<file path="src/rtl/npc_seq_pkg.sv">
// npc_seq_pkg: shared constants for the next-PC sequencer.
//   - NPC_* operation codes driven by the decoder.
//   - FSM state encodings (BOOT/RUN/TRAP/HALT).
//   - Default reset and trap vectors.
//   - word_misaligned(): 4-byte alignment test on a target's low bits.
package npc_seq_pkg;

    localparam logic [2:0] NPC_PLUS4  = 3'b000;
    localparam logic [2:0] NPC_BRANCH = 3'b001;
    localparam logic [2:0] NPC_JUMP   = 3'b010;
    localparam logic [2:0] NPC_JALR   = 3'b100;

    localparam logic [1:0] ST_BOOT = 2'd0;
    localparam logic [1:0] ST_RUN  = 2'd1;
    localparam logic [1:0] ST_TRAP = 2'd2;
    localparam logic [1:0] ST_HALT = 2'd3;

    localparam logic [31:0] DEF_RESET_VEC = 32'h0000_0000;
    localparam logic [31:0] DEF_TRAP_VEC  = 32'h0000_0100;

    function automatic logic word_misaligned(input logic [1:0] lsb);
        return lsb != 2'b00;
    endfunction

endpackage

</file>
<file path="src/rtl/npc_seq_if.sv">
// npc_seq_if: bundle between the control path and the next-PC sequencer.
//   master (control side) drives: stall, halt, resume, trap_req, npc_op,
//     imm, rs1, is_call, is_ret
//   slave (npc_seq) drives: pc, pc_valid, misalign, epc, ras_top,
//     ras_mispred_cnt
interface npc_seq_if #(
    parameter int XLEN = 32
);
    logic            stall;
    logic            halt;
    logic            resume;
    logic            trap_req;
    logic [2:0]      npc_op;
    logic [XLEN-1:0] imm;
    logic [XLEN-1:0] rs1;
    logic            is_call;
    logic            is_ret;
    logic [XLEN-1:0] pc;
    logic            pc_valid;
    logic            misalign;
    logic [XLEN-1:0] epc;
    logic [XLEN-1:0] ras_top;
    logic [31:0]     ras_mispred_cnt;

    modport master (
        output stall, halt, resume, trap_req, npc_op, imm, rs1, is_call, is_ret,
        input  pc, pc_valid, misalign, epc, ras_top, ras_mispred_cnt
    );

    modport slave (
        input  stall, halt, resume, trap_req, npc_op, imm, rs1, is_call, is_ret,
        output pc, pc_valid, misalign, epc, ras_top, ras_mispred_cnt
    );
endinterface

</file>
<file path="src/rtl/npc_seq_ras.sv">
// npc_seq_ras: circular return-address stack (only built with NPC_RAS_EN).
//   clk, rst   : clock, async active-high reset (empties the stack)
//   push, pop  : push din / pop top; both together replace the top entry
//   din        : return address to push
//   top        : top entry, 0 when empty
//   empty, full: occupancy flags
// Pushing when full overwrites the oldest entry; popping when empty is a no-op.
`ifdef NPC_RAS_EN
module npc_seq_ras #(
    parameter int XLEN  = 32,
    parameter int DEPTH = 4
) (
    input  logic            clk,
    input  logic            rst,
    input  logic            push,
    input  logic            pop,
    input  logic [XLEN-1:0] din,
    output logic [XLEN-1:0] top,
    output logic            empty,
    output logic            full
);
    localparam int PW = $clog2(DEPTH);

    logic [XLEN-1:0] mem [DEPTH];
    logic [PW-1:0]   ptr;
    logic [PW-1:0]   ptr_inc;
    logic [PW:0]     cnt;
    logic            do_push;
    logic            do_pop;
    logic            do_replace;

    assign empty      = (cnt == '0);
    assign full       = (cnt == (PW+1)'(DEPTH));
    assign ptr_inc    = ptr + 1'b1;
    // pop+push on an empty stack degenerates to a plain push
    assign do_replace = push && pop && !empty;
    assign do_push    = push && !do_replace;
    assign do_pop     = pop && !push && !empty;
    assign top        = empty ? '0 : mem[ptr];

    always_ff @(posedge clk or posedge rst) begin
        if (rst) begin
            ptr <= '0;
            cnt <= '0;
        end else if (do_push) begin
            ptr <= ptr_inc;
            if (!full) cnt <= cnt + 1'b1;
        end else if (do_pop) begin
            ptr <= ptr - 1'b1;
            cnt <= cnt - 1'b1;
        end
    end

    always_ff @(posedge clk) begin
        if (do_push)         mem[ptr_inc] <= din;
        else if (do_replace) mem[ptr]     <= din;
    end
endmodule
`endif

</file>
<file path="src/rtl/npc_seq.sv">
// npc_seq: registered next-PC generator owning the PC register.
//   clk, rst : clock, async active-high reset
//   bus      : npc_seq_if slave (control inputs, pc/epc/status outputs)
// Optional macro NPC_RAS_EN adds a return-address stack and a saturating
// return-mispredict counter; without it ras_top and ras_mispred_cnt are 0.
//
// state | meaning
// BOOT  | first cycle after reset, pc not yet fetchable
// RUN   | pc valid, advances to the computed target each accepted cycle
// TRAP  | trap taken, pc loads TRAP_VEC on the next edge
// HALT  | pc frozen until resume
import npc_seq_pkg::*;

module npc_seq #(
    parameter int              XLEN      = 32,
    parameter logic [XLEN-1:0] RESET_VEC = XLEN'(DEF_RESET_VEC),
    parameter logic [XLEN-1:0] TRAP_VEC  = XLEN'(DEF_TRAP_VEC),
    parameter int              RAS_DEPTH = 4
) (
    input logic     clk,
    input logic     rst,
    npc_seq_if.slave bus
);
    logic [1:0]      state;
    logic [XLEN-1:0] pc_q;
    logic [XLEN-1:0] epc_q;
    logic [XLEN-1:0] target;
    logic [XLEN-1:0] jalr_sum;
    logic [XLEN-1:0] pc_plus4;
    logic            accept;
    logic            mis;
    logic            upd;

    assign pc_plus4 = pc_q + XLEN'(4);
    assign jalr_sum = bus.rs1 + bus.imm;

    always_comb begin
        target = pc_plus4;
        case (bus.npc_op)
            NPC_BRANCH, NPC_JUMP: target = pc_q + bus.imm;
            NPC_JALR:             target = {jalr_sum[XLEN-1:1], 1'b0};
            default:              target = pc_plus4;
        endcase
    end

    // accept: RUN with nothing of higher priority pending
    assign accept = (state == ST_RUN) && !bus.trap_req && !bus.halt && !bus.stall;
    assign mis    = accept && word_misaligned(target[1:0]);
    assign upd    = accept && !mis;

    always_ff @(posedge clk or posedge rst) begin
        if (rst) begin
            state <= ST_BOOT;
            pc_q  <= RESET_VEC;
            epc_q <= '0;
        end else begin
            case (state)
                ST_BOOT: state <= ST_RUN;
                ST_RUN: begin
                    if (bus.trap_req || mis) begin
                        epc_q <= pc_q;
                        state <= ST_TRAP;
                    end else if (bus.halt) begin
                        state <= ST_HALT;
                    end else if (upd) begin
                        pc_q <= target;
                    end
                end
                ST_TRAP: begin
                    pc_q  <= TRAP_VEC;
                    state <= ST_RUN;
                end
                default: if (bus.resume) state <= ST_RUN;
            endcase
        end
    end

    assign bus.pc       = pc_q;
    assign bus.epc      = epc_q;
    assign bus.pc_valid = (state == ST_RUN);
    assign bus.misalign = mis;

`ifdef NPC_RAS_EN
    logic [XLEN-1:0] ras_top_w;
    logic            ras_empty;
    logic            unused_ras_full;
    logic [31:0]     mispred_q;

    npc_seq_ras #(.XLEN(XLEN), .DEPTH(RAS_DEPTH)) u_ras (
        .clk   (clk),
        .rst   (rst),
        .push  (upd && bus.is_call),
        .pop   (upd && bus.is_ret),
        .din   (pc_plus4),
        .top   (ras_top_w),
        .empty (ras_empty),
        .full  (unused_ras_full)
    );

    always_ff @(posedge clk or posedge rst) begin
        if (rst) begin
            mispred_q <= '0;
        end else if (upd && bus.is_ret && !ras_empty &&
                     (ras_top_w != target) && (mispred_q != '1)) begin
            mispred_q <= mispred_q + 32'd1;
        end
    end

    assign bus.ras_top         = ras_top_w;
    assign bus.ras_mispred_cnt = mispred_q;
`else
    logic unused_ras_hints;
    assign unused_ras_hints    = bus.is_call ^ bus.is_ret ^ (RAS_DEPTH == 0);
    assign bus.ras_top         = '0;
    assign bus.ras_mispred_cnt = '0;
`endif

endmodule

</file>
<file path="src/flat_wrapper.sv">
// flat-port wrapper written by rule: the top's interface ports become plain ports
module npc_seq_flat 
#(
    parameter int              XLEN      = 32,
    parameter logic [XLEN-1:0] RESET_VEC = XLEN'(DEF_RESET_VEC),
    parameter logic [XLEN-1:0] TRAP_VEC  = XLEN'(DEF_TRAP_VEC),
    parameter int              RAS_DEPTH = 4
)
  (clk, rst, bus_stall, bus_halt, bus_resume, bus_trap_req, bus_npc_op, bus_imm, bus_rs1, bus_is_call, bus_is_ret, bus_pc, bus_pc_valid, bus_misalign, bus_epc, bus_ras_top, bus_ras_mispred_cnt);
  npc_seq_if #(.XLEN(XLEN)) bus_i ();
  input logic clk;
  input logic rst;
  input wire logic [$bits(bus_i.stall)-1:0] bus_stall;
  input wire logic [$bits(bus_i.halt)-1:0] bus_halt;
  input wire logic [$bits(bus_i.resume)-1:0] bus_resume;
  input wire logic [$bits(bus_i.trap_req)-1:0] bus_trap_req;
  input wire logic [$bits(bus_i.npc_op)-1:0] bus_npc_op;
  input wire logic [$bits(bus_i.imm)-1:0] bus_imm;
  input wire logic [$bits(bus_i.rs1)-1:0] bus_rs1;
  input wire logic [$bits(bus_i.is_call)-1:0] bus_is_call;
  input wire logic [$bits(bus_i.is_ret)-1:0] bus_is_ret;
  output wire logic [$bits(bus_i.pc)-1:0] bus_pc;
  output wire logic [$bits(bus_i.pc_valid)-1:0] bus_pc_valid;
  output wire logic [$bits(bus_i.misalign)-1:0] bus_misalign;
  output wire logic [$bits(bus_i.epc)-1:0] bus_epc;
  output wire logic [$bits(bus_i.ras_top)-1:0] bus_ras_top;
  output wire logic [$bits(bus_i.ras_mispred_cnt)-1:0] bus_ras_mispred_cnt;
  assign bus_i.stall = bus_stall;
  assign bus_i.halt = bus_halt;
  assign bus_i.resume = bus_resume;
  assign bus_i.trap_req = bus_trap_req;
  assign bus_i.npc_op = bus_npc_op;
  assign bus_i.imm = bus_imm;
  assign bus_i.rs1 = bus_rs1;
  assign bus_i.is_call = bus_is_call;
  assign bus_i.is_ret = bus_is_ret;
  assign bus_pc = bus_i.pc;
  assign bus_pc_valid = bus_i.pc_valid;
  assign bus_misalign = bus_i.misalign;
  assign bus_epc = bus_i.epc;
  assign bus_ras_top = bus_i.ras_top;
  assign bus_ras_mispred_cnt = bus_i.ras_mispred_cnt;
  npc_seq #(.XLEN(XLEN), .RESET_VEC(RESET_VEC), .TRAP_VEC(TRAP_VEC), .RAS_DEPTH(RAS_DEPTH)) u_core (.clk(clk), .rst(rst), .bus(bus_i));
endmodule
</file>
<file path="config.mk">
export PLATFORM = sky130hd
export DESIGN_NAME = npc_seq_flat
export DESIGN_NICKNAME = d
export VERILOG_FILES = /design/src/rtl/npc_seq_pkg.sv /design/src/rtl/npc_seq_if.sv /design/src/rtl/npc_seq_ras.sv /design/src/rtl/npc_seq.sv /design/src/flat_wrapper.sv
export SDC_FILE = /design/constraint.sdc
export NUM_CORES = 1
export LEC_CHECK = 0
export CAP_MARGIN = 40
export CELL_PAD_IN_SITES_DETAIL_PLACEMENT = 1
export CELL_PAD_IN_SITES_GLOBAL_PLACEMENT = 1
export CORE_MARGIN = 4
export CORE_UTILIZATION = 28
export CTS_BUF_LIST = sky130_fd_sc_hd__clkbuf_4 sky130_fd_sc_hd__clkbuf_8 sky130_fd_sc_hd__clkbuf_16
export DETAILED_ROUTE_END_ITERATION = 6
export GPL_TIMING_DRIVEN = 0
export PLACE_DENSITY_LB_ADDON = 0.1
export SYNTH_ARGS = -nofsm -noshare
export SYNTH_HDL_FRONTEND = slang
export SYNTH_SLANG_ARGS = --single-unit
export TNS_END_PERCENT = 100
</file>
<file path="constraint.sdc">
create_clock -name clk -period 4.2 [get_ports clk]
set_input_delay 1.26 -clock clk [delete_from_list [all_inputs] [get_ports clk]]
set_output_delay 1.26 -clock clk [all_outputs]
set_load 0.05 [all_outputs]
</file>
# ---- Yosys cells after proc, flatten, opt, wreduce, memory -nomap -nowiden
# Index checks and enable logic that the tools add are counted.
dict set report classes {
  addsub 3
  n_mux 9
  n_reduce_logical 19
  n_eq_ne 9
}
# operator n
set ops {}
lappend ops {{one-hot mux 32 bit (2 select lines)} 2}
lappend ops {{two-way mux 32 bit} 3}
lappend ops {{adder 32 bit} 2}
lappend ops {{adder 32 x 3 -> 32 bit (second input constant)} 1}
lappend ops {{two-way mux 2 bit} 3}
lappend ops {{logical AND 1 bit} 5}
lappend ops {{zero test 1 bit} 4}
lappend ops {{inequality test 2 bit (second input constant)} 2}
lappend ops {{one-hot mux 2 bit (2 select lines)} 1}
lappend ops {{AND reduction 2 bit} 2}
lappend ops {{AND reduction 4 bit} 1}
lappend ops {{nonzero test 2 bit} 2}
lappend ops {{OR reduction 2 bit} 2}
lappend ops {{== test 3 x 1 -> 1 bit (second input constant)} 1}
lappend ops {{== test 3 x 2 -> 1 bit (second input constant)} 1}
lappend ops {{== test 3 bit (second input constant)} 1}
lappend ops {{inequality test 3 x 2 -> 1 bit (second input constant)} 1}
lappend ops {{nonzero test 3 bit} 1}
lappend ops {{== test 2 x 1 -> 1 bit (second input constant)} 1}
lappend ops {{== test 2 bit (second input constant)} 1}
lappend ops {{zero test 2 bit} 1}
lappend ops {{inequality test 2 x 1 -> 1 bit (second input constant)} 1}
lappend ops {{logical OR 1 bit} 1}
dict set report totals {
  inputBits 75
  register_bits 66
  output_inout_bits 130
  elab_cells 43
}

# ---- Longest topological paths before layout
# Gate-level depths: netlist of the first run.
dict set report logic_depth {
  ltp_word 11
  depth_mapped 13
  depth_no_buf 13
}

# ---- Worst setup path after synthesis of the first run
# OpenSTA, ideal clock, no wires.
dict set report synth_timing {
  path_type {in2out}
  startpoint {input port bus_imm[0]}
  endpoint {output port bus_misalign}
  arrival_time_ns 2.947
  slack_ns -0.007
  path_stages 7
  path_buffers 0
  path_cell_list {ha_1 -> inv_1 -> fa_1 -> inv_1 -> o21ai_0 -> o221a_2 -> nor2b_1}
}
dict set report synth_via {
  elab_chain_len 4
  word_cells_on_any_way 5
}
# element line
set synth_rtl {}
lappend synth_rtl {{from (decl)} flat_wrapper.sv:18} ;# input wire logic [$bits(bus_i.imm)-1:0] bus_imm;
lappend synth_rtl {{adder 32 bit, on equally long branches} {npc_seq.sv:40, npc_seq.sv:35}}
lappend synth_rtl {{one-hot mux 32 bit (2 select lines) *} npc_seq.sv:39} ;# case (bus.npc_op)
lappend synth_rtl {{nonzero test 2 bit *} npc_seq_pkg.sv:22} ;# return lsb != 2'b00;
lappend synth_rtl {{logical AND 1 bit *} npc_seq.sv:48} ;# assign mis = accept && word_misaligned(target[1:0]);
lappend synth_rtl {{to (decl)} flat_wrapper.sv:24} ;# output wire logic [$bits(bus_i.misalign)-1:0] bus_misalign;
# Every way passes the cells marked *; elsewhere a longest branch is shown, timed or not.

# ---- Worst setup path after layout of the first run
# Ends and elaborated chain as after synthesis.

==> run metrics, run 1 <==
status complete, no violations; Critical Path RT 2.94 ns; antenna viol nets, final 0; antenna violations before repair 0; Startpoint Class input port; worst-path maximum fanout 3; first-pass GRT wire length between 40 and 50 mm; Via density 5.02; Syn-to-layout area delta 37.0%; Final min period between 4 and 5 ns; hold crit path type reg -> reg; Most used DFF post-synth dfrtp_1; Final Non-Filler Cells 1,433; initial DRC count 374; Adder-Cell Fraction of Synth Area between 10% and 20%; Synth Register Bits 66; clk slew on worst S/H paths approximately 0.060 ns; row count 58; Die Span Y around 170 µm; Cells after DPL between 1,000 and 1,500; CTS buffer count 9; GP Congestion roughly 0.82; compound-gate portion of the synthesized area between 20% and 30%; DR vias just over 7,000; XOR/XNOR share of the synthesized area about 8.2%; Placed Area just over 9000 µm²; drt wl/cell about 19 µm; Final Net Count about 1,200; post-synthesis mux area share around 3.6%; CTS sink cnt 66; die area between 20,000 and 30,000 µm²; EDFF count, synth 0; Initial Util 28.4%; core area 25,100 µm²; Tot GR Track Use a little under a fifth; power density over the cells about 460 nW/µm²; Synth Warn # 0; Worst R2R Path Depth 13; worst r2r src u_core.bus.pc[0]; Synth Area in Simple Gates between 15 and 20%; Netlist Area Pre-Place about 7000 µm²; critical path type in -> out; RSZ-0062 raised after global routing yes; Detailed Route WL 26.6 mm; Max-slew headroom 49.7%; clock latency on the worst-skew pair around 0.33 ns; Reg2Reg Setup Slack just over 0.9 ns; Worst R2R End u_core.bus.pc[5]; Hold Startpoint u_core.bus.epc[1]; Post-synth ARST share 100%; period utilization 97.9%; CP Capture Type output port; skew final 0.00717 ns; max-slew violation count 0; Detailed Routing Iterations Pass 1 5; VDD IR-drop max ~250 µV; largest net degree at the start of global routing 44; Synth area leader dfrtp_1; Final Setup Violations 0; CTS H-tree lvls 3; DP Wirelength 22.3 mm; WP data arrival roughly 2.9 ns; FMAX around 240 MHz; top cells by count, synth nand2_1 (88), o21ai_0 (73), a21oi_1 (72); fin area between 9000 and 10,000 µm²; I/O pins between 200 and 250; max_cap viols 0; sequential area share after synthesis between 20% and 30%; CTS tree done; die width around 170 µm; share of cells above drive strength 1 around 14%; Synth area leaders dfrtp_1 (23%), ha_1 (11%), buf_4 (6.7%); Worst Setup EP bus_misalign; Clock Path Buffers 2; clock root buffer clkbuf_16; Yosys cell types 78; DRC viols 0; Final Hold Vio Count 0; diode count 0; worst slew pin tran between 0.7 and 0.8 ns; IO buf count about 140; Mapped Avg Cell Area between 8 and 9 µm²; Synth Instances between 800 and 900; Crit. Startpoint bus_imm[0]; post-synth top area share 23.2%; P_leak 4.33 nW; gr ovfl total 0; top-count cell post-synth nand2_1; vias in the first global route approximately 7,300; largest family of logic cells by synthesized area compound AO/OA/AOI/OAI gates
logic make-up (layout without fill, tap and decap cells):
group | Yosys count | in the layout
other cells | 1 | 64
compound gates | 295 | 295
flops | 66 | 66
simple gates | 247 | 247
fa+ha+maj | 64 | 64
buf+inv | 119 | 278
xor+xnor | 66 | 66
mux | 23 | 23
per-stage QoR:
step                      power (W)  setup TNS, ns  setup slack, ns  hold WS (ns)  util, %
after CTS                   0.00447       -0.00699         -0.00699         0.484     38.3
final                       0.00449              0           0.0893         0.475     38.9
after floorplan             0.00269              0            0.273         0.473        -
after detailed placement    0.00351         -23.06           -0.936         0.472     36.6
after global placement      0.00349         -27.66           -0.903         0.464     36.5
after global routing        0.00474       -0.00419         -0.00403         0.497     38.9
worst max-delay path, cell delays in order:
cell and delay, ns:
clkdlybuf4s15_1 0.24, ha_2 0.20, inv_1 0.05, fa_1 0.48, inv_1 0.05, o21ai_2 0.14
o221a_4 0.24, nor2b_4 0.06, buf_6 0.15
layout by cell type, fill, tap and decap left out, types with 4 or more instances in the layout:
master / synthesis / final
bufinv_16: 0 / 4
conb_1: 1 / 64
buf_4: 64 / 69
xnor2_1: 45 / 44
nor2b_1: 11 / 9
nand2_1: 88 / 85
nor3_1: 7 / 7
mux2_2: 22 / 22
a211oi_1: 11 / 11
nand4_1: 9 / 9
o211ai_1: 10 / 10
a21o_1: 26 / 26
xor2_1: 20 / 20
nand2b_1: 9 / 9
nand3_1: 29 / 29
o21bai_1: 5 / 5
a22o_1: 5 / 5
o22ai_1: 5 / 5
a31oi_1: 13 / 13
clkbuf_2: 0 / 6
clkbuf_1: 24 / 18
o21a_1: 9 / 9
and3_1: 16 / 16
o21ai_1: 6 / 7
clkdlybuf4s50_1: 0 / 133
o21ai_0: 73 / 69
nor2_1: 48 / 47
a21oi_1: 72 / 70
nor4_1: 7 / 6
clkbuf_16: 0 / 9
and2_1: 5 / 5
dfrtp_1: 66 / 66
inv_1: 29 / 27
ha_1: 62 / 58
o31ai_1: 10 / 8
final cells by class:
type | instances | area, µm²
clock buffer | 9 | 225
clock inverter | 7 | 141
multi-input combinational | 759 | 5190
timing repair buffer | 144 | 1450
buffer | 89 | 583
tap | 330 | 413
sequential | 66 | 1650
fill | 3000 | 15300
inverter | 29 | 111
layer usage:
layer  track usage [%]  vias to the layer above  wire length, µm
li1                  -                     3563                -
met1              28.1                     3412            13600
met2              28.4                      206            11500
met3              1.86                       17             1310
met4              3.25                        0              218
met5                 0                        -                0
worst min-delay path by stage:
stage | end | slack (ns) | cells after the start
floorplan | u_core.state[1] | 0.47 | 2
global placement | u_core.bus.epc[11] | 0.46 | 2
detailed placement | u_core.bus.epc[11] | 0.47 | 2
CTS | u_core.bus.epc[11] | 0.48 | 2
global route | u_core.bus.epc[11] | 0.50 | 2
finish | u_core.bus.epc[1] | 0.48 | 2
where the power goes:
part	switching, W	total (W)	leakage, nW	internal, W
logic	0.00160	0.00253	3.26	0.000931
clock network	0.000292	0.000932	0.176	0.000640
registers	0.000232	0.00103	0.894	0.000795
total	0.00212	0.00449	4.33	0.00237
flip-flops by register name (all words and copies together) (netlist names):
signal,flops
u_core.bus.epc,32
u_core.bus.pc,32
u_core.state,2
timing repair:
| item | 4_1_cts | 5_1_grt |
|---|---|---|
| pin swaps | 1 | 8 |
| hold buffers | 0 | 0 |
| gates resized for setup | 19 | 40 |
| setup buffers | 2 | 3 |
| endpoints found under the setup margin | 42 | 44 |
No activity file was read; power rests on OpenSTA's default activity.
==> run 2: changes to the inputs <==
--- a/config.mk
+++ b/config.mk
@@ -8,6 +8,7 @@
 export CAP_MARGIN = 40
 export CELL_PAD_IN_SITES_DETAIL_PLACEMENT = 1
 export CELL_PAD_IN_SITES_GLOBAL_PLACEMENT = 1
+export CORE_ASPECT_RATIO = 1.1
 export CORE_MARGIN = 4
 export CORE_UTILIZATION = 28
 export CTS_BUF_LIST = sky130_fd_sc_hd__clkbuf_4 sky130_fd_sc_hd__clkbuf_8 sky130_fd_sc_hd__clkbuf_16
==> run 2 against run 1 <==
Sequential power hardly changed; register-to-register slack worse by 0.02 ns; design area is 0.15% lower; die area hardly changed; critical path type unchanged.
==> run metrics, run 2 (synthesis gave the netlist of run 1 again) <==
Max-slew headroom 48.4% (was 49.7%); largest net degree at the start of global routing 39 (was 44); Clock Path Buffers 2 (unchanged); clk slew on worst S/H paths 0.05 ns (was 0.06 ns); worst r2r src u_core.bus.pc[0] (unchanged); CTS sink cnt 66 (unchanged); core area 24,800 µm² (was 25,100 µm²); Critical Path RT 2.94 ns (about the same); Critical-path top delay cell fa_1 (unchanged); Final min period 4.17 ns (was 4.11 ns); Worst R2R Path Depth 11 (was 13); power density over the cells 449 nW/µm² (was 459 nW/µm²); WHS Endpoint u_core.bus.epc[1] (unchanged); delay-heaviest family, CP buffers and inverters (was adder cells); CP Capture Type output port (unchanged); gr ovfl total 0 (unchanged); initial DRC count 324 (was 374); GR Util met3 2.25% (was 1.86%); Final Setup Violations 0 (unchanged); Final Net Count 1,239 (was 1,237); RSZ-0062 raised after global routing yes (unchanged); Cells after DPL 1,393 (was 1,413); Final Non-Filler Cells 1,415 (was 1,433); hold crit path type reg -> reg (unchanged); Hold Startpoint u_core.bus.epc[1] (unchanged); CP Buf/Inv Count 3 (was 4); Final Hold Vio Count 0 (unchanged); die area 28,100 µm² (about the same); max-slew violation count 0 (unchanged); Placed Area 9160 µm² (was 9190 µm²); vias in the first global route 7,708 (was 7,314); I/O pins 205 (unchanged); CTS buffer count 9 (unchanged); DR vias 7,328 (was 7,198); met2 usage 33.5% (was 28.4%); period utilization 99.2% (was 97.9%); clock latency on the worst-skew pair 0.33 ns (about the same); worst-path cell chain clkdlybuf4s50_1 -> inv_1 -> fa_1 -> o221a_4 -> nor2b_4 -> buf_8 (was clkdlybuf4s15_1 -> ha_2 -> inv_1 -> fa_1 -> inv_1 -> o21ai_2 -> o221a_4 -> nor2b_4 -> buf_6); Startpoint Class input port (unchanged); first-pass GRT wire length 44.1 mm (was 41.5 mm); die width 160 µm (was 168 µm); Tot GR Track Use 19.5% (was 18.4%); most frequent cells in the layout clkdlybuf4s50_1 (133), nand2_1 (86), o21ai_0 (71), buf_4 (71), a21oi_1 (70) (was clkdlybuf4s50_1 (133), nand2_1 (85), a21oi_1 (70), o21ai_0 (69), buf_4 (69)); drt wl/cell 19.8 µm (was 18.5 µm); status complete, no violations (unchanged); worst slew pin tran 0.774 ns (was 0.743 ns); VDD IR-drop max 250 µV (was 254 µV); Worst R2R End u_core.bus.epc[22] (was u_core.bus.pc[5]); antenna violations before repair 0 (unchanged); DP Wirelength 22.8 mm (was 22.3 mm); IO buf count 138 (unchanged); CTS H-tree lvls 3 (unchanged); clock root buffer clkbuf_16 (unchanged); fin area 9750 µm² (was 9770 µm²); skew final 0.00650 ns (was 0.00717 ns); Syn-to-layout area delta 36.8% (was 37.0%); Detailed Route WL 28.1 mm (was 26.6 mm); GP Congestion 0.867 (was 0.823); Hold Path Depth 2 (unchanged); slowest stage delay, CP 0.50 ns (was 0.48 ns); Reg2Reg Setup Slack 0.90 ns (was 0.92 ns); antenna viol nets, final 0 (unchanged); max_cap viols 0 (unchanged); met1 Track Usage GR 26.7% (was 28.1%); GRT busiest layer met2 (unchanged); Die Span Y 175 µm (was 168 µm); FMAX 240 MHz (was 243 MHz); most common cell after layout, fill and taps aside clkdlybuf4s50_1 (unchanged); WP data arrival 2.91 ns (was 2.85 ns); Detailed Routing Iterations Pass 1 5 (unchanged); Via density 5.18 (was 5.02); fillcell total 3,017 (was 3,000); critical path type in -> out (unchanged); DRC viols 0 (unchanged); worst-path maximum fanout 3 (unchanged); P_leak 4.30 nW (was 4.33 nW); CTS Hold Bufs 0 (unchanged); Initial Util 28.8% (was 28.4%); share of cells above drive strength 1 14.8% (was 14.3%); row count 60 (was 58); diode count 0 (unchanged); CTS tree done (unchanged)
## run 2: worst register-to-register path: stages (launching register included)
cell      delay (ns)
dfrtp_1         0.48
ha_2            0.23
inv_1           0.05
fa_1            0.47
inv_1           0.04
o21ai_1         0.13
o221a_4         0.24
nor2b_4         0.06
buf_4           0.13
o21ai_1         0.44
clkbuf_1        0.51
mux2_2          0.40
## run 2: final cells by class
class	instances	area (µm²)	area share [%]
flip-flops and latches	66	1650	16.9
inverters	29	111	1.14
well taps	310	388	3.98
clock inverters	2	35.0	0.359
plain buffers	89	579	5.94
clock buffers	14	275	2.82
repair buffers	146	1460	15.0
multi-input cells	759	5250	53.8
## run 2: timing repair
item	CTS	global route
setup buffers	2	5
cloned	0	0
gates resized for setup	32	28
setup endpoints to repair	44	19
pin swaps	3	10
## run 2: where the power goes
group          internal (W)  switching (W)
Sequential         0.000795       0.000250
Combinational      0.000941        0.00161
Clock              0.000511       0.000269
## run 2: per-layer routing
metal,vias up,wire [µm]
li1,3566,-
met1,3573,13200
met2,172,13500
met3,17,990
met4,0,321
met5,-,0
## run 2: per-stage QoR
stage               setup TNS (ns)  hold WS (ns)  util [%]  total power [W]  setup WS [ns]
finish                           0         0.476      39.4          0.00437         0.0338
global route               -0.0668         0.510      39.4          0.00463        -0.0458
CTS                        -0.0400         0.481      38.7          0.00435        -0.0400
detailed placement          -21.82         0.469      37.0          0.00353         -0.912
global placement            -25.93         0.464      36.9          0.00351         -0.918
floorplan                        0         0.473         -          0.00269          0.273
## run 2: worst max-delay path by stage
stage,startpoint,to,slack [ns],cells after the start
CTS,bus_npc_op[1],bus_misalign,-0.04,7
global route,bus_imm[7],u_core.bus.pc[23],-0.05,12
floorplan,bus_imm[0],bus_misalign,0.27,7
detailed placement,bus_npc_op[1],bus_misalign,-0.91,7
finish,bus_rs1[1],bus_misalign,0.03,6
global placement,bus_npc_op[1],bus_misalign,-0.92,7
==> run 3: changes to the inputs <==
--- a/config.mk
+++ b/config.mk
@@ -14,7 +14,9 @@
 export CTS_BUF_LIST = sky130_fd_sc_hd__clkbuf_4 sky130_fd_sc_hd__clkbuf_8 sky130_fd_sc_hd__clkbuf_16
 export DETAILED_ROUTE_END_ITERATION = 6
 export GPL_TIMING_DRIVEN = 0
-export PLACE_DENSITY_LB_ADDON = 0.1
+export MAX_ROUTING_LAYER = met4
+export PLACE_DENSITY = 0.67
+export SLEW_MARGIN = 20
 export SYNTH_ARGS = -nofsm -noshare
 export SYNTH_HDL_FRONTEND = slang
 export SYNTH_SLANG_ARGS = --single-unit
==> run 3 against run 2 <==
Utilization is 0.33 points lower; combinational power hardly changed; routed wire length is 6.3% lower; hold slack better by 0.011 ns; global-route usage is 0.71 points lower; non-clock buffer count is 2 lower; register-to-register slack better by 0.05 ns; design area is 0.83% lower; die area stayed put; flip-flop and latch count stayed put; critical path depth stayed put; critical endpoint unchanged; largest cell class unchanged.
==> run metrics, run 3 (synthesis gave the netlist of run 1 again) <==
IO buf count 138 (unchanged); Final Net Count 1,237 (was 1,239); Cells after DPL 1,393 (unchanged); Via density 5.13 (was 5.18); Sw Share 48.6% (about the same); CTS sink cnt 66 (unchanged); die width 160 µm (unchanged); internal power 0.00221 W (was 0.00225 W); gr ovfl total 0 (unchanged); period utilization 99.1% (was 99.2%); clock share of power 17.4% (was 17.8%); P_leak 4.28 nW (was 4.30 nW); CTS tree done (unchanged); Register Area 1650 µm² (unchanged); CP Capture Type output port (unchanged); Final Non-Filler Cells 1,412 (was 1,415); RSZ-0062 raised after global routing yes (unchanged); DR vias 7,240 (was 7,328); Crit. Startpoint bus_rs1[1] (unchanged); pre-CTS setup slack -0.895 ns (was -0.912 ns); Max-slew headroom 52.9% (was 48.4%); worst slew pin tran 0.706 ns (was 0.774 ns); Detailed Routing Iterations Pass 1 7 (was 5); total power 0.00429 W (was 0.00437 W); GP Congestion 0.871 (was 0.867); VDD IR-drop max 194 µV (was 250 µV); Final min period 4.16 ns (was 4.17 ns); Final Hold Vio Count 0 (unchanged); Multi-input gate area 5190 µm² (was 5250 µm²); sequential share of power 23.8% (was 23.9%); switching power of the nets 0.00209 W (was 0.00213 W); share of cells above drive strength 1 14.1% (was 14.8%); Worst R2R Path Depth 11 (unchanged); antenna violations before repair 0 (unchanged); worst r2r src u_core.bus.pc[2] (was u_core.bus.pc[0]); Final Setup Violations 0 (unchanged); Initial Util 28.8% (unchanged); Comb power frac 58.9% (was 58.3%); drt wl/cell 18.6 µm (was 19.8 µm); max_cap viols 0 (unchanged); skew final 0.00775 ns (was 0.00650 ns); Clock Path Buffers 2 (unchanged); die area 28,100 µm² (unchanged); CTS H-tree lvls 3 (unchanged); worst setup margin 0.0371 ns (was 0.0338 ns); Worst R2R End u_core.bus.pc[20] (was u_core.bus.epc[22]); WP data arrival 2.90 ns (was 2.91 ns); clock latency on the worst-skew pair 0.32 ns (was 0.33 ns); Critical Path RT 2.94 ns (about the same); Worst Setup EP bus_misalign (unchanged); initial DRC count 356 (was 324); critical path type in -> out (unchanged); DP Wirelength 22.2 mm (was 22.8 mm); largest net degree at the start of global routing 44 (was 39); clk slew on worst S/H paths 0.05 ns (about the same); hold crit path type reg -> reg (unchanged); first-pass GRT wire length 41.7 mm (was 44.1 mm); FMAX 240 MHz (about the same); antenna viol nets, final 0 (unchanged); most common cell after layout, fill and taps aside clkdlybuf4s50_1 (unchanged); worst-path maximum fanout 3 (unchanged); vias in the first global route 7,547 (was 7,708); fillcell total 2,950 (was 3,017); diode count 0 (unchanged); status complete, no violations (unchanged); Syn-to-layout area delta 35.7% (was 36.8%); I/O pins 205 (unchanged); Reg2Reg Setup Slack 0.95 ns (was 0.90 ns); Detailed Route WL 26.3 mm (was 28.1 mm); max-slew violation count 0 (unchanged); clock root buffer clkbuf_16 (unchanged); DRC viols 0 (unchanged); row count 60 (unchanged); CTS buffer count 9 (unchanged); core area 24,800 µm² (unchanged); power density over the cells 444 nW/µm² (was 449 nW/µm²); Startpoint Class input port (unchanged); most frequent cells in the layout clkdlybuf4s50_1 (133), nand2_1 (85), o21ai_0 (70), a21oi_1 (69), buf_4 (69) (was clkdlybuf4s50_1 (133), nand2_1 (86), o21ai_0 (71), buf_4 (71), a21oi_1 (70)); Tot GR Track Use 18.8% (was 19.5%); Die Span Y 175 µm (unchanged)
## run 3: per-layer routing
metal  wire, µm  GRT usage (%)
met2      12200           30.7
met4        382           4.23
met3        889           1.06
met1      12800           25.9
met5          0              -
## run 3: power groups by stage
stage	clock network, W	logic [W]	registers, W
2_1_floorplan	0	0.00119	0.00150
4_1_cts	0.000767	0.00249	0.00102
6_report	0.000747	0.00253	0.00102
5_1_grt	0.000796	0.00271	0.00105
3_5_place_dp	0	0.00247	0.00103
3_3_place_gp	0	0.00244	0.00102
## run 3: area by class of cell
class	count	share of cell area, %
flip-flops and latches	66	17.1
plain buffers	89	5.98
inverters	29	1.15
clock buffers	12	2.63
multi-input cells	759	53.7
clock inverters	3	0.414
repair buffers	144	15.0
well taps	310	4.01
## run 3: how the worst min path moves through the flow
stage                             startpoint  depth (start not counted)            endpoint
final                     u_core.bus.epc[11]                          2  u_core.bus.epc[11]
after global routing      u_core.bus.epc[15]                          1  u_core.bus.epc[15]
after global placement     u_core.bus.epc[5]                          2   u_core.bus.epc[5]
after CTS                 u_core.bus.epc[11]                          2  u_core.bus.epc[11]
after detailed placement  u_core.bus.epc[11]                          2  u_core.bus.epc[11]
after floorplan              u_core.state[0]                          2     u_core.state[1]
## run 3: critical path: stages
cell and delay, ns:
clkdlybuf4s50_1 0.48, inv_1 0.05, fa_1 0.46, o221a_4 0.33
nor2b_4 0.15, buf_8 0.16
## run 3: through the flow
step / instance area (µm²) / hold slack (ns) / TNS [ns] / utilization [%]
floorplan: 7370 / 0.473 / 0 / -
CTS: 9500 / 0.492 / -0.0137 / 38.3
finish: 9670 / 0.487 / 0 / 39.0
global placement: 9140 / 0.463 / -24.05 / 36.9
global route: 9670 / 0.515 / -0.0380 / 39.0
detailed placement: 9170 / 0.481 / -27.56 / 37.0
## run 3: repair_timing
| action | CTS | global route |
|---|---|---|
| hold buffers | 0 | 0 |
| endpoints found under the setup margin | 44 | 23 |
| cloned | 0 | 0 |
| pin swaps | 1 | 7 |
| buffers inserted | 1 | 4 |
| gates resized for setup | 19 | 33 |
==> variant (config.mk and constraints of run 1) <==
`XLEN` is set to 32 in 3 places; all go to 40.
--- a/src/rtl/npc_seq_if.sv
+++ b/src/rtl/npc_seq_if.sv
@@ -6,3 +6,3 @@
 interface npc_seq_if #(
-    parameter int XLEN = 32
+    parameter int XLEN = 40
 );
--- a/src/rtl/npc_seq.sv
+++ b/src/rtl/npc_seq.sv
@@ -14,3 +14,3 @@
 module npc_seq #(
-    parameter int              XLEN      = 32,
+    parameter int              XLEN      = 40,
     parameter logic [XLEN-1:0] RESET_VEC = XLEN'(DEF_RESET_VEC),
--- a/src/flat_wrapper.sv
+++ b/src/flat_wrapper.sv
@@ -3,3 +3,3 @@
 #(
-    parameter int              XLEN      = 32,
+    parameter int              XLEN      = 40,
     parameter logic [XLEN-1:0] RESET_VEC = XLEN'(DEF_RESET_VEC),
Ports: changed (5 resized); port bits go from 205 to 245. The function was not compared with the original's and may differ.
==> variant against run 1 <==
Worst setup slack worse by 22 ps. Synthesized area rose by 34%. First-iteration DRC count increased by 40%. Core utilization down 0.60 points. Maximum frequency is 0.54% lower. Cell area is 32% higher. Clock skew grew 4.9 ps. Total power is 30% higher. Routed wire length grew 58%. Sequential cell count is 16 higher. Via count up 44%. Combinational power up 42%. Highest routed layer unchanged. Count of clock-buffer cells in the layout grew 2.
==> variant: results (changes against run 1) <==
Status
  • Outcome: finished, final reports clean

Global route
  • Pin count of the biggest net entering global routing: 47 (+6.8%)
  • Gr usage total: 21.9% (+3.5 points)
  • Wire length of the first global-routing pass: 63.0 mm (+52%)

Worst setup path
  • Launch point of the worst path: bus_rs1[0]
  • Data arrival time of the worst path: 2870 ps (+20 ps)
  • CP max FO: 2 (-1)

Logic synthesis
  • Average cell area after synthesis: 7.81 sq um (-3.4%)
  • Leading cell types by total area after synthesis: sky130_fd_sc_hd__dfrtp_1 21%, sky130_fd_sc_hd__ha_1 10%, sky130_fd_sc_hd__a21oi_1 5.9%
  • Cell types with the highest counts after synthesis: 114 x sky130_fd_sc_hd__nand2_1, 112 x sky130_fd_sc_hd__a21oi_1, 90 x sky130_fd_sc_hd__nor2_1, 82 x sky130_fd_sc_hd__dfrtp_1, 78 x sky130_fd_sc_hd__ha_1
  • Post-synthesis sequential area ratio: 21.4% (-1.7 points)
  • Yosys cell types: 89 (+14%)
  • Complex-gate fraction of the synthesized area: 28.0% (+1.0 points)
  • Async set-reset flop share out of synthesis: 100% (unchanged)
  • Synthesized-area fraction occupied by xor and xnor cells: 5.76% (-2.5 points)

Clock tree
  • Clock latency on the worst-skew pair: 350 ps (+20 ps)
  • H-tree level count: 3 (unchanged)

Route
  • Avg Vias per Cell: 5.32 (+6.0%)
  • Routed wire per std cell: 21.7 microns (+17%)

Pwr
  • Leakage: 5.61 nW (+29%)
  • Peak supply drop: 0.310 mV (+22%)

Placement
  • Gp weighted congestion: 0.877 (+6.6%)
  • Port Buffers: 170 (+23%)
  • Area post-placement: 12,200 sq um (+32%)
  • Post-detail-place hpwl: 34.3 mm (+54%)

STA
  • Worst-case clock skew: 12.1 ps (+4.93 ps)
  • Slew Limit Headroom: 42.1% (-7.6 points)

Layout
  • Fraction of final layout cells sized beyond drive strength 1: 12.4% (-1.9 points)
  • Layout Nets: 1,661 (+34%)
## variant: cell count changes in the layout (fill, tap and decap cells not counted), sizes merged, moves of 12 or more
cell,delta
mux2,+12
o21bai,+12
a21oi,+38
o21ai,+19
nor3,+33
nand3,+14
nand4,+24
nand2,+25
nor2,+43
xnor2,-12
buf,+33
ha,+16
clkdlybuf4s50,+29
dfrtp,+16
## variant: final cells by class
type	instances	area, sq um
Buffer	116	733
Clock buffer	11	253
Clock inverter	4	75.1
Fill cell	4067	20700
Inverter	31	119
Multi-Input combinational cell	1062	7200
Sequential cell	82	2050
Tap cell	448	561
Timing Repair Buffer	188	1880
## variant: critical path, cell delays in order
cell,delay (ps)
sky130_fd_sc_hd__dlygate4sd2_1,240
sky130_fd_sc_hd__and2_4,140
sky130_fd_sc_hd__fa_2,580
sky130_fd_sc_hd__inv_1,50
sky130_fd_sc_hd__o32a_1,170
sky130_fd_sc_hd__o21ai_1,100
sky130_fd_sc_hd__and2_4,180
sky130_fd_sc_hd__buf_8,140
## variant: layer usage
metal,vias to the layer above,track usage (%),part of all wire (%)
met3,45,2.64,4.4
met1,5055,28.5,44
li1,4991,-,-
met2,248,39.1,50
met4,0,4.82,2.0
met5,-,0,0
## variant: final timing paths
path | end | slack (ps)
max reg2reg | u_core.bus.pc[26] | 720
max in group asynchronous | u_core.bus.epc[16] | 2240
min | u_core.bus.epc[34] | 490
max | bus_misalign | 70
min in group asynchronous | u_core.bus.epc[35] | 1320
min reg2reg | u_core.bus.epc[34] | 490
## variant: what timing repair did
item	4_1_cts	5_1_grt
setup endpoints to repair	41	18
gates cloned	0	0
resized for setup	50	30
pin swaps	9	12
buffers inserted	9	6
## variant: report_power, final
| part | internal (mW) | switching [mW] |
|---|---|---|
| clock | 0.551 | 0.351 |
| combinational | 1.25 | 2.33 |
| sequential | 1.01 | 0.361 |
## variant: logic make-up after synthesis
kind of cell             count (synthesis)
AO/OA/AOI/OAI                          410
AND/OR/NAND/NOR                        399
buffers and inverters                  152
flip-flops                              82
adder cells (fa/ha/maj)                 80
XOR/XNOR                                63
multiplexers                            38
other                                    1
## variant: through the flow
| step | worst slack [ps] | util [%] | total power, mW |
|---|---|---|---|
| 6_report | 66.8 | 38.3 | 5.85 |
| 5_1_grt | -48.6 | 38.3 | 6.20 |
| 4_1_cts | -1.68 | 37.8 | 5.84 |
| 3_5_place_dp | -1220 | 36.2 | 4.89 |
| 3_3_place_gp | -1250 | 36.0 | 4.85 |
| 2_1_floorplan | 54.1 | - | 3.63 |
